### config.mk
export PLATFORM = sky130hd
export DESIGN_NAME = capture_ctrl_flat
export DESIGN_NICKNAME = d
export VERILOG_FILES = /design/src/rtl/capture_pkg.sv /design/src/rtl/capture_if.sv /design/src/rtl/capture_skid.sv /design/src/rtl/capture_ctrl.sv /design/src/flat_wrapper.sv
export SDC_FILE = /design/constraint.sdc
export NUM_CORES = 1
export LEC_CHECK = 0
export CORE_UTILIZATION = 43
export DETAILED_ROUTE_END_ITERATION = 10
export PLACE_DENSITY = 0.72
export SYNTH_ARGS = -nofsm -noshare
export SYNTH_HDL_FRONTEND = slang
export SYNTH_SLANG_ARGS = --single-unit
### constraint.sdc
create_clock -name clk -period 6.5 [get_ports clk]
set_input_delay 1.95 -clock clk [delete_from_list [all_inputs] [get_ports clk]]
set_output_delay 1.95 -clock clk [all_outputs]
set_load 0.03 [all_outputs]
### src/rtl/capture_pkg.sv
// capture_pkg -- shared definitions for the capture controller.
//
// Contents:
//   cap_state_t     FSM state encoding, also driven out on capture_ctrl.state
//                   so the register bank can read it.
//   CTRL_START_BIT  bit position of the start control in the control register
//   CTRL_ABORT_BIT  bit position of the abort control in the control register
package capture_pkg;

    typedef enum logic [1:0] {
        ST_IDLE    = 2'b00,
        ST_ARMED   = 2'b01,
        ST_CAPTURE = 2'b10,
        ST_DONE    = 2'b11
    } cap_state_t;

    localparam int CTRL_START_BIT = 2;
    localparam int CTRL_ABORT_BIT = 3;

endpackage

### src/rtl/capture_if.sv
// capture_if -- packet sink plus write-master bus of the capture controller.
//
// Signals:
//   st_valid/st_data/st_sop/st_eop/st_ready   Avalon-ST packet stream
//   avm_address/avm_write/avm_writedata/avm_waitrequest   Avalon-MM writes
//
// Handshake rules (both channels):
//   A stream beat transfers on a rising clk edge where st_valid && st_ready.
//   A write completes on a rising clk edge where avm_write && !avm_waitrequest;
//   while avm_waitrequest is high the master keeps address, data and
//   avm_write unchanged.
//
// Modports:
//   master  the capture controller (stream sink, memory write master)
//   slave   the environment (stream source, memory slave)
interface capture_if #(
    parameter int N = 32
) ();
    logic         st_valid;
    logic [N-1:0] st_data;
    logic         st_sop;
    logic         st_eop;
    logic         st_ready;
    logic [N-1:0] avm_address;
    logic         avm_write;
    logic [N-1:0] avm_writedata;
    logic         avm_waitrequest;

    modport master (
        input  st_valid, st_data, st_sop, st_eop, avm_waitrequest,
        output st_ready, avm_address, avm_write, avm_writedata
    );

    modport slave (
        output st_valid, st_data, st_sop, st_eop, avm_waitrequest,
        input  st_ready, avm_address, avm_write, avm_writedata
    );
endinterface

### src/rtl/capture_skid.sv
// capture_skid -- one-entry hold register between the packet stream and
// the memory write port.
//
// Ports:
//   i_clk, i_rst_n   clock, asynchronous active-low reset
//   i_ready_en       controller allows beats to be taken this cycle
//   i_load           an accepted beat is to be written (load hold register)
//   i_data           beat data
//   i_waitrequest    memory stall
//   o_ready          st_ready: hold empty or draining this cycle
//   o_write          avm_write: hold register valid
//   o_writedata      avm_writedata: hold register contents
//   o_drain          the held word completes its write this cycle
module capture_skid #(
    parameter int N = 32
) (
    input  logic         i_clk,
    input  logic         i_rst_n,
    input  logic         i_ready_en,
    input  logic         i_load,
    input  logic [N-1:0] i_data,
    input  logic         i_waitrequest,
    output logic         o_ready,
    output logic         o_write,
    output logic [N-1:0] o_writedata,
    output logic         o_drain
);
    logic         r_valid;
    logic [N-1:0] r_data;

    assign o_drain     = r_valid & ~i_waitrequest;
    // A beat may enter in the same cycle the held word leaves.
    assign o_ready     = i_ready_en & (~r_valid | o_drain);
    assign o_write     = r_valid;
    assign o_writedata = r_data;

    always_ff @(posedge i_clk or negedge i_rst_n) begin
        if (!i_rst_n) begin
            r_valid <= 1'b0;
            r_data  <= '0;
        end else if (i_load) begin
            r_valid <= 1'b1;
            r_data  <= i_data;
        end else if (o_drain) begin
            r_valid <= 1'b0;
        end
    end
endmodule

### src/rtl/capture_ctrl.sv
// capture_ctrl -- captures one Avalon-ST packet into a memory window
// [cfg_begin, cfg_end) through an Avalon-MM write master.
//
// Ports:
//   clk, reset              clock, asynchronous active-low reset
//   ctrl_start, ctrl_abort  control levels (start acts on its rising edge)
//   cfg_begin, cfg_end      word-aligned window, end exclusive
//   bus                     capture_if.master: stream sink + write master
//   state                   FSM state (IDLE/ARMED/CAPTURE/DONE)
//   words_written           completed writes since the last valid start
//   overflow                packet beats were dropped at the window end
//   cfg_err                 last start request had a bad window
//   done_irq                one-cycle pulse on entering DONE
//
// Build option: CAPTURE_WRAP_EN turns the window into a ring buffer
// (address wraps to cfg_begin, no beat is ever dropped).
module capture_ctrl
    import capture_pkg::*;
#(
    parameter int N = 32
) (
    input  logic         clk,
    input  logic         reset,
    input  logic         ctrl_start,
    input  logic         ctrl_abort,
    input  logic [N-1:0] cfg_begin,
    input  logic [N-1:0] cfg_end,
    capture_if.master    bus,
    output logic [1:0]   state,
    output logic [N-1:0] words_written,
    output logic         overflow,
    output logic         cfg_err,
    output logic         done_irq
);
    localparam logic [N-1:0] STEP = N'(N / 8);
    localparam logic [N-1:0] ONE  = N'(1);

    cap_state_t   r_state, w_state_nxt;
    logic         r_start_d, r_abort_pend, r_eop_seen;
    logic         r_overflow, r_cfg_err, r_done_irq;
    logic [N-1:0] r_end, r_addr, r_words;

    logic [CTRL_ABORT_BIT:CTRL_START_BIT] w_ctrl;
    logic         w_start_edge, w_start_req, w_start_ok, w_cfg_bad;
    logic         w_abort, w_active, w_ready_en, w_st_ready, w_accept;
    logic         w_avm_write, w_drain, w_hold_clear;
    logic         w_start_beat, w_cap_beat, w_load, w_discard, w_eop_now;
    logic [N-1:0] w_avm_wdata, w_addr_inc, w_addr_adv, w_slot;

    assign w_ctrl[CTRL_START_BIT] = ctrl_start;
    assign w_ctrl[CTRL_ABORT_BIT] = ctrl_abort;

    assign w_start_edge = w_ctrl[CTRL_START_BIT] & ~r_start_d;
    // Abort wins over a start seen in the same cycle.
    assign w_start_req  = ((r_state == ST_IDLE) || (r_state == ST_DONE))
                          & w_start_edge & ~w_ctrl[CTRL_ABORT_BIT];
    assign w_cfg_bad    = (cfg_begin[1:0] != 2'b00) | (cfg_end[1:0] != 2'b00)
                          | (cfg_end <= cfg_begin);
    assign w_start_ok   = w_start_req & ~w_cfg_bad;

    // An abort pulse is remembered until the presented write has finished.
    assign w_abort    = w_ctrl[CTRL_ABORT_BIT] | r_abort_pend;
    assign w_active   = (r_state == ST_ARMED) || (r_state == ST_CAPTURE);
    assign w_ready_en = w_active & ~w_abort & ~r_eop_seen;
    assign w_accept   = bus.st_valid & w_st_ready;

    assign w_addr_inc = r_addr + STEP;
`ifdef CAPTURE_WRAP_EN
    logic [N-1:0] r_begin;
    assign w_addr_adv = (w_addr_inc == r_end) ? r_begin : w_addr_inc;

    always_ff @(posedge clk or negedge reset) begin
        if (!reset) begin
            r_begin <= '0;
        end else if (w_start_ok) begin
            r_begin <= cfg_begin;
        end
    end
`else
    assign w_addr_adv = w_addr_inc;
`endif

    // Address the beat accepted this cycle would be written to; it is one
    // step ahead when the held word retires in the same cycle.
    assign w_slot       = w_drain ? w_addr_adv : r_addr;
    assign w_start_beat = w_accept & (r_state == ST_ARMED) & bus.st_sop;
    assign w_cap_beat   = w_accept & (r_state == ST_CAPTURE);
    assign w_load       = w_start_beat | (w_cap_beat & (w_slot != r_end));
    assign w_discard    = w_cap_beat & (w_slot == r_end);
    assign w_eop_now    = (w_start_beat | w_cap_beat) & bus.st_eop;
    assign w_hold_clear = ~w_avm_write | w_drain;

    capture_skid #(.N(N)) u_skid (
        .i_clk         (clk),
        .i_rst_n       (reset),
        .i_ready_en    (w_ready_en),
        .i_load        (w_load),
        .i_data        (bus.st_data),
        .i_waitrequest (bus.avm_waitrequest),
        .o_ready       (w_st_ready),
        .o_write       (w_avm_write),
        .o_writedata   (w_avm_wdata),
        .o_drain       (w_drain)
    );

    assign bus.st_ready      = w_st_ready;
    assign bus.avm_write     = w_avm_write;
    assign bus.avm_writedata = w_avm_wdata;
    assign bus.avm_address   = r_addr;

    always_ff @(posedge clk or negedge reset) begin
        if (!reset) begin
            r_state <= ST_IDLE;
        end else begin
            r_state <= w_state_nxt;
        end
    end

    always_comb begin
        w_state_nxt = r_state;
        case (r_state)
            ST_IDLE, ST_DONE: begin
                if (w_ctrl[CTRL_ABORT_BIT]) begin
                    w_state_nxt = ST_IDLE;
                end else if (w_start_ok) begin
                    w_state_nxt = ST_ARMED;
                end
            end
            ST_ARMED: begin
                if (w_abort) begin
                    if (w_hold_clear) w_state_nxt = ST_IDLE;
                end else if (w_start_beat) begin
                    w_state_nxt = ST_CAPTURE;
                end
            end
            ST_CAPTURE: begin
                if (w_abort) begin
                    if (w_hold_clear) w_state_nxt = ST_IDLE;
                end else if (r_eop_seen && w_hold_clear) begin
                    w_state_nxt = ST_DONE;
                end
            end
            default: w_state_nxt = ST_IDLE;
        endcase
    end

    always_ff @(posedge clk or negedge reset) begin
        if (!reset) begin
            r_start_d    <= 1'b0;
            r_abort_pend <= 1'b0;
            r_eop_seen   <= 1'b0;
            r_overflow   <= 1'b0;
            r_cfg_err    <= 1'b0;
            r_done_irq   <= 1'b0;
            r_end        <= '0;
            r_addr       <= '0;
            r_words      <= '0;
        end else begin
            r_start_d  <= ctrl_start;
            r_done_irq <= (r_state == ST_CAPTURE) && (w_state_nxt == ST_DONE);
            if (w_state_nxt == ST_IDLE) begin
                r_abort_pend <= 1'b0;
            end else if (w_active && ctrl_abort) begin
                r_abort_pend <= 1'b1;
            end
            if (w_start_req) begin
                if (w_cfg_bad) begin
                    r_cfg_err <= 1'b1;
                end else begin
                    r_cfg_err  <= 1'b0;
                    r_overflow <= 1'b0;
                    r_words    <= '0;
                    r_eop_seen <= 1'b0;
                    r_end      <= cfg_end;
                    r_addr     <= cfg_begin;
                end
            end else begin
                if (w_drain) begin
                    r_addr  <= w_addr_adv;
                    r_words <= r_words + ONE;
                end
                if (w_discard) r_overflow <= 1'b1;
                if (w_eop_now) r_eop_seen <= 1'b1;
            end
        end
    end

    assign state         = r_state;
    assign words_written = r_words;
    assign overflow      = r_overflow;
    assign cfg_err       = r_cfg_err;
    assign done_irq      = r_done_irq;
endmodule

### src/flat_wrapper.sv
// flat-port wrapper written by rule: the top's interface ports become plain ports
module capture_ctrl_flat import capture_pkg::*;
#(
    parameter int N = 32
)
  (clk, reset, ctrl_start, ctrl_abort, cfg_begin, cfg_end, state, words_written, overflow, cfg_err, done_irq, bus_st_valid, bus_st_data, bus_st_sop, bus_st_eop, bus_avm_waitrequest, bus_st_ready, bus_avm_address, bus_avm_write, bus_avm_writedata);
  capture_if #(.N(N)) bus_i ();
  input  logic clk;
  input  logic reset;
  input  logic ctrl_start;
  input  logic ctrl_abort;
  input  logic [N-1:0] cfg_begin;
  input  logic [N-1:0] cfg_end;
  output logic [1:0] state;
  output logic [N-1:0] words_written;
  output logic overflow;
  output logic cfg_err;
  output logic done_irq;
  input wire logic [$bits(bus_i.st_valid)-1:0] bus_st_valid;
  input wire logic [$bits(bus_i.st_data)-1:0] bus_st_data;
  input wire logic [$bits(bus_i.st_sop)-1:0] bus_st_sop;
  input wire logic [$bits(bus_i.st_eop)-1:0] bus_st_eop;
  input wire logic [$bits(bus_i.avm_waitrequest)-1:0] bus_avm_waitrequest;
  output wire logic [$bits(bus_i.st_ready)-1:0] bus_st_ready;
  output wire logic [$bits(bus_i.avm_address)-1:0] bus_avm_address;
  output wire logic [$bits(bus_i.avm_write)-1:0] bus_avm_write;
  output wire logic [$bits(bus_i.avm_writedata)-1:0] bus_avm_writedata;
  assign bus_i.st_valid = bus_st_valid;
  assign bus_i.st_data = bus_st_data;
  assign bus_i.st_sop = bus_st_sop;
  assign bus_i.st_eop = bus_st_eop;
  assign bus_i.avm_waitrequest = bus_avm_waitrequest;
  assign bus_st_ready = bus_i.st_ready;
  assign bus_avm_address = bus_i.avm_address;
  assign bus_avm_write = bus_i.avm_write;
  assign bus_avm_writedata = bus_i.avm_writedata;
  capture_ctrl #(.N(N)) u_core (.clk(clk), .reset(reset), .ctrl_start(ctrl_start), .ctrl_abort(ctrl_abort), .cfg_begin(cfg_begin), .cfg_end(cfg_end), .bus(bus_i), .state(state), .words_written(words_written), .overflow(overflow), .cfg_err(cfg_err), .done_irq(done_irq));
endmodule
==> metrics <==
status=complete, but fails checks; failing checks=DRC; First-pass DRT Iterations=8; gr usage total=0.245; clock tree buffer depth=2; DRT antenna net count=0; I/O Pins=207; Port Buffers=206; first-pass GRT wire length=37400 um; PostCTS Resize Cnt=0; clk_lat worst skew=420 ps; initial antenna violation count=0; Synth Register Bits=137; final WL=23400 um; setup bufs post-CTS=0; Max Clock Freq=174 MHz; CP Max Fanout=6; worst path required time=4550 ps; Syn Nets=1017; TritonCTS Buffers=17; Hold-fix buffers, CTS=0; largest area contributor in the synthesized netlist=dfrtp_1; commonest non-fill, non-tap cells in the layout=clkdlybuf4s50_1, nand2_1, dfrtp_1; number of flops mapped to enable cells by yosys=0; number of global-route vias before repair=7100; main flop type after synthesis=dfrtp_1; CP Launch Point=ctrl_abort; clk sinks=137; ys async rst share=1.00; GPL Wtd Cong=0.880; clock-pin slew on the worst setup and hold paths=50 ps; worst-margin pin slew=967 ps; Syn Std Cell Area=8070 um2; largest net degree at the start of global routing=98; Std-Cell Rows=49; commonest non-fill, non-tap cell in the layout=clkdlybuf4s50_1; Hold Crit Start=u_core.overflow; post-synthesis adder-cell area fraction=0.0558; Avg WL per Cell=17.8 um; Tmin final=5750 ps; design area=11000 um2; setup TNS=0 ps; Slew Viols, Final=0; final net count=1214; period utilization=0.884; Yosys warnings=0; Leak=5.06 nW; Die Wd=139 um; simple-gate share of the synthesized area=0.221; TritonCTS clock tree=built; Critical R2R Launch=u_core.bus.avm_address[2]; post-synthesis compound-gate area fraction=0.140; unrepaired setup endpoints after global routing=no; startpoint types=input port; hpwl dp=17000 um; Data arrival, critical path=3800 ps; global route overflow=0; final setup fails=0; drt drc=13; Pwr Density=205 nW/um2; post-synthesis sequential area ratio=0.425; initial core utilization=0.443; kind of critical path=in2out; CTS H-tree lvls=4; DR vias=7363; fraction of layout cells with a size suffix above 1=0.0892; initial drt markers=655; synth top area cells=dfrtp_1, nand2_1, ha_1; Post-Synth XOR/XNOR Area=0.0499; die area=19300 um2; Clock Tree Root=clkbuf_16; Hold Path Class=reg2reg; Syn Inst Count=877; crit end category=output pin; placed inst area=10400 um2; core region area=18200 um2; multiplexer area fraction after synthesis=0.0659; Hold Vio Cnt, Final=0; largest family of logic cells by synthesized area=simple AND/OR/NAND/NOR gates; die height=139 um; share of the synthesized area in the top cell type=0.425; Layout area overhead=35.9%; Worst VDD drop=165 uV; antenna diode count=0; max_slew headroom=0.355; post-synth cell types=63; Max Cap Viol=0; Via-to-Cell Ratio=5.59; Setup Skew=10.7 ps; Mean Syn Cell Area=9.21 um2
==> sequential cells by signal (all words and copies together) (netlist names) <==
name                       flops
u_core.overflow                1
u_core.u_skid.o_writedata     32
u_core.bus.avm_address        32
u_core.r_end                  32
u_core.cfg_err                 1
u_core.r_eop_seen              1
u_core.done_irq                1
u_core.words_written          32
u_core.r_start_d               1
u_core.state                   2
u_core.u_skid.o_write          1
u_core.r_abort_pend            1
==> final timing paths <==
kind	to	slack [ps]	cells past startpoint
worst max-delay path	bus_st_ready	750	5
worst min-delay path	u_core.overflow	490	2
worst max register to register	u_core.u_skid.o_writedata[4]	2520	11
worst min register to register	u_core.overflow	490	2
max in group asynchronous	u_core.bus.avm_address[1]	3720	2
min in group asynchronous	u_core.r_end[7]	1590	1
==> metal layers <==
metal / up-vias / wire length, um / GRT usage
li1: 3535 / - / -
met1: 3526 / 10800 / 0.327
met2: 269 / 10600 / 0.391
met3: 33 / 1600 / 0.0559
met4: 0 / 402 / 0.0883
met5: - / 0 / 0
==> where the power goes <==
part | internal [W] | switching, W | total (W)
registers | 0.000884 | 0.0000367 | 0.000920
clock network | 0.000629 | 0.000387 | 0.00102
logic | 0.000155 | 0.000158 | 0.000314
==> logic make-up (layout without fill, tap and decap cells) <==
family / after synthesis / count (layout)
adder cells (fa/ha/maj): 36 / 36
AO/OA/AOI/OAI: 176 / 176
buffers and inverters: 83 / 293
AND/OR/NAND/NOR: 361 / 361
flip-flops: 137 / 137
multiplexers: 38 / 38
XOR/XNOR: 46 / 46
==> synthesized netlist by cell type, types with 14 or more instances <==
| library cell | count |
|---|---|
| a21o_1 | 14 |
| a21oi_1 | 45 |
| a31oi_1 | 14 |
| and3_1 | 18 |
| clkbuf_1 | 21 |
| dfrtp_1 | 137 |
| ha_1 | 36 |
| inv_1 | 44 |
| mux2_4 | 29 |
| nand2_1 | 153 |
| nand3_1 | 50 |
| nand4_1 | 34 |
| nor2_1 | 39 |
| nor3_1 | 15 |
| o21ai_0 | 42 |
| xnor2_1 | 28 |
| xor2_1 | 18 |
==> worst max-delay path, cell delays in order <==
cell and delay [ps]:
clkdlybuf4s50_1 520, nor2_1 180, nand2_1 70, nor3_1 310, clkdlybuf4s50_1 760
==> layout make-up <==
class,count,area (um2)
Inverter,44,165
Fill cell,1550,7240
Clock buffer,20,457
Sequential cell,137,3430
Tap cell,229,287
Multi-Input combinational cell,657,4330
Clock inverter,12,163
Timing Repair Buffer,217,2150
==> per-stage QoR <==
stage	util	setup WS (ps)	hold WS [ps]	total power, W	instances
after CTS	0.603	744	498	0.00227	1316
after detailed placement	0.569	699	483	0.00125	1284
after floorplan	-	1640	464	0.00109	877
after global placement	0.569	743	461	0.00124	1284
after global routing	0.603	659	505	0.00234	1316
final	0.603	755	487	0.00225	1316
Power figures use the tool's default switching activity.
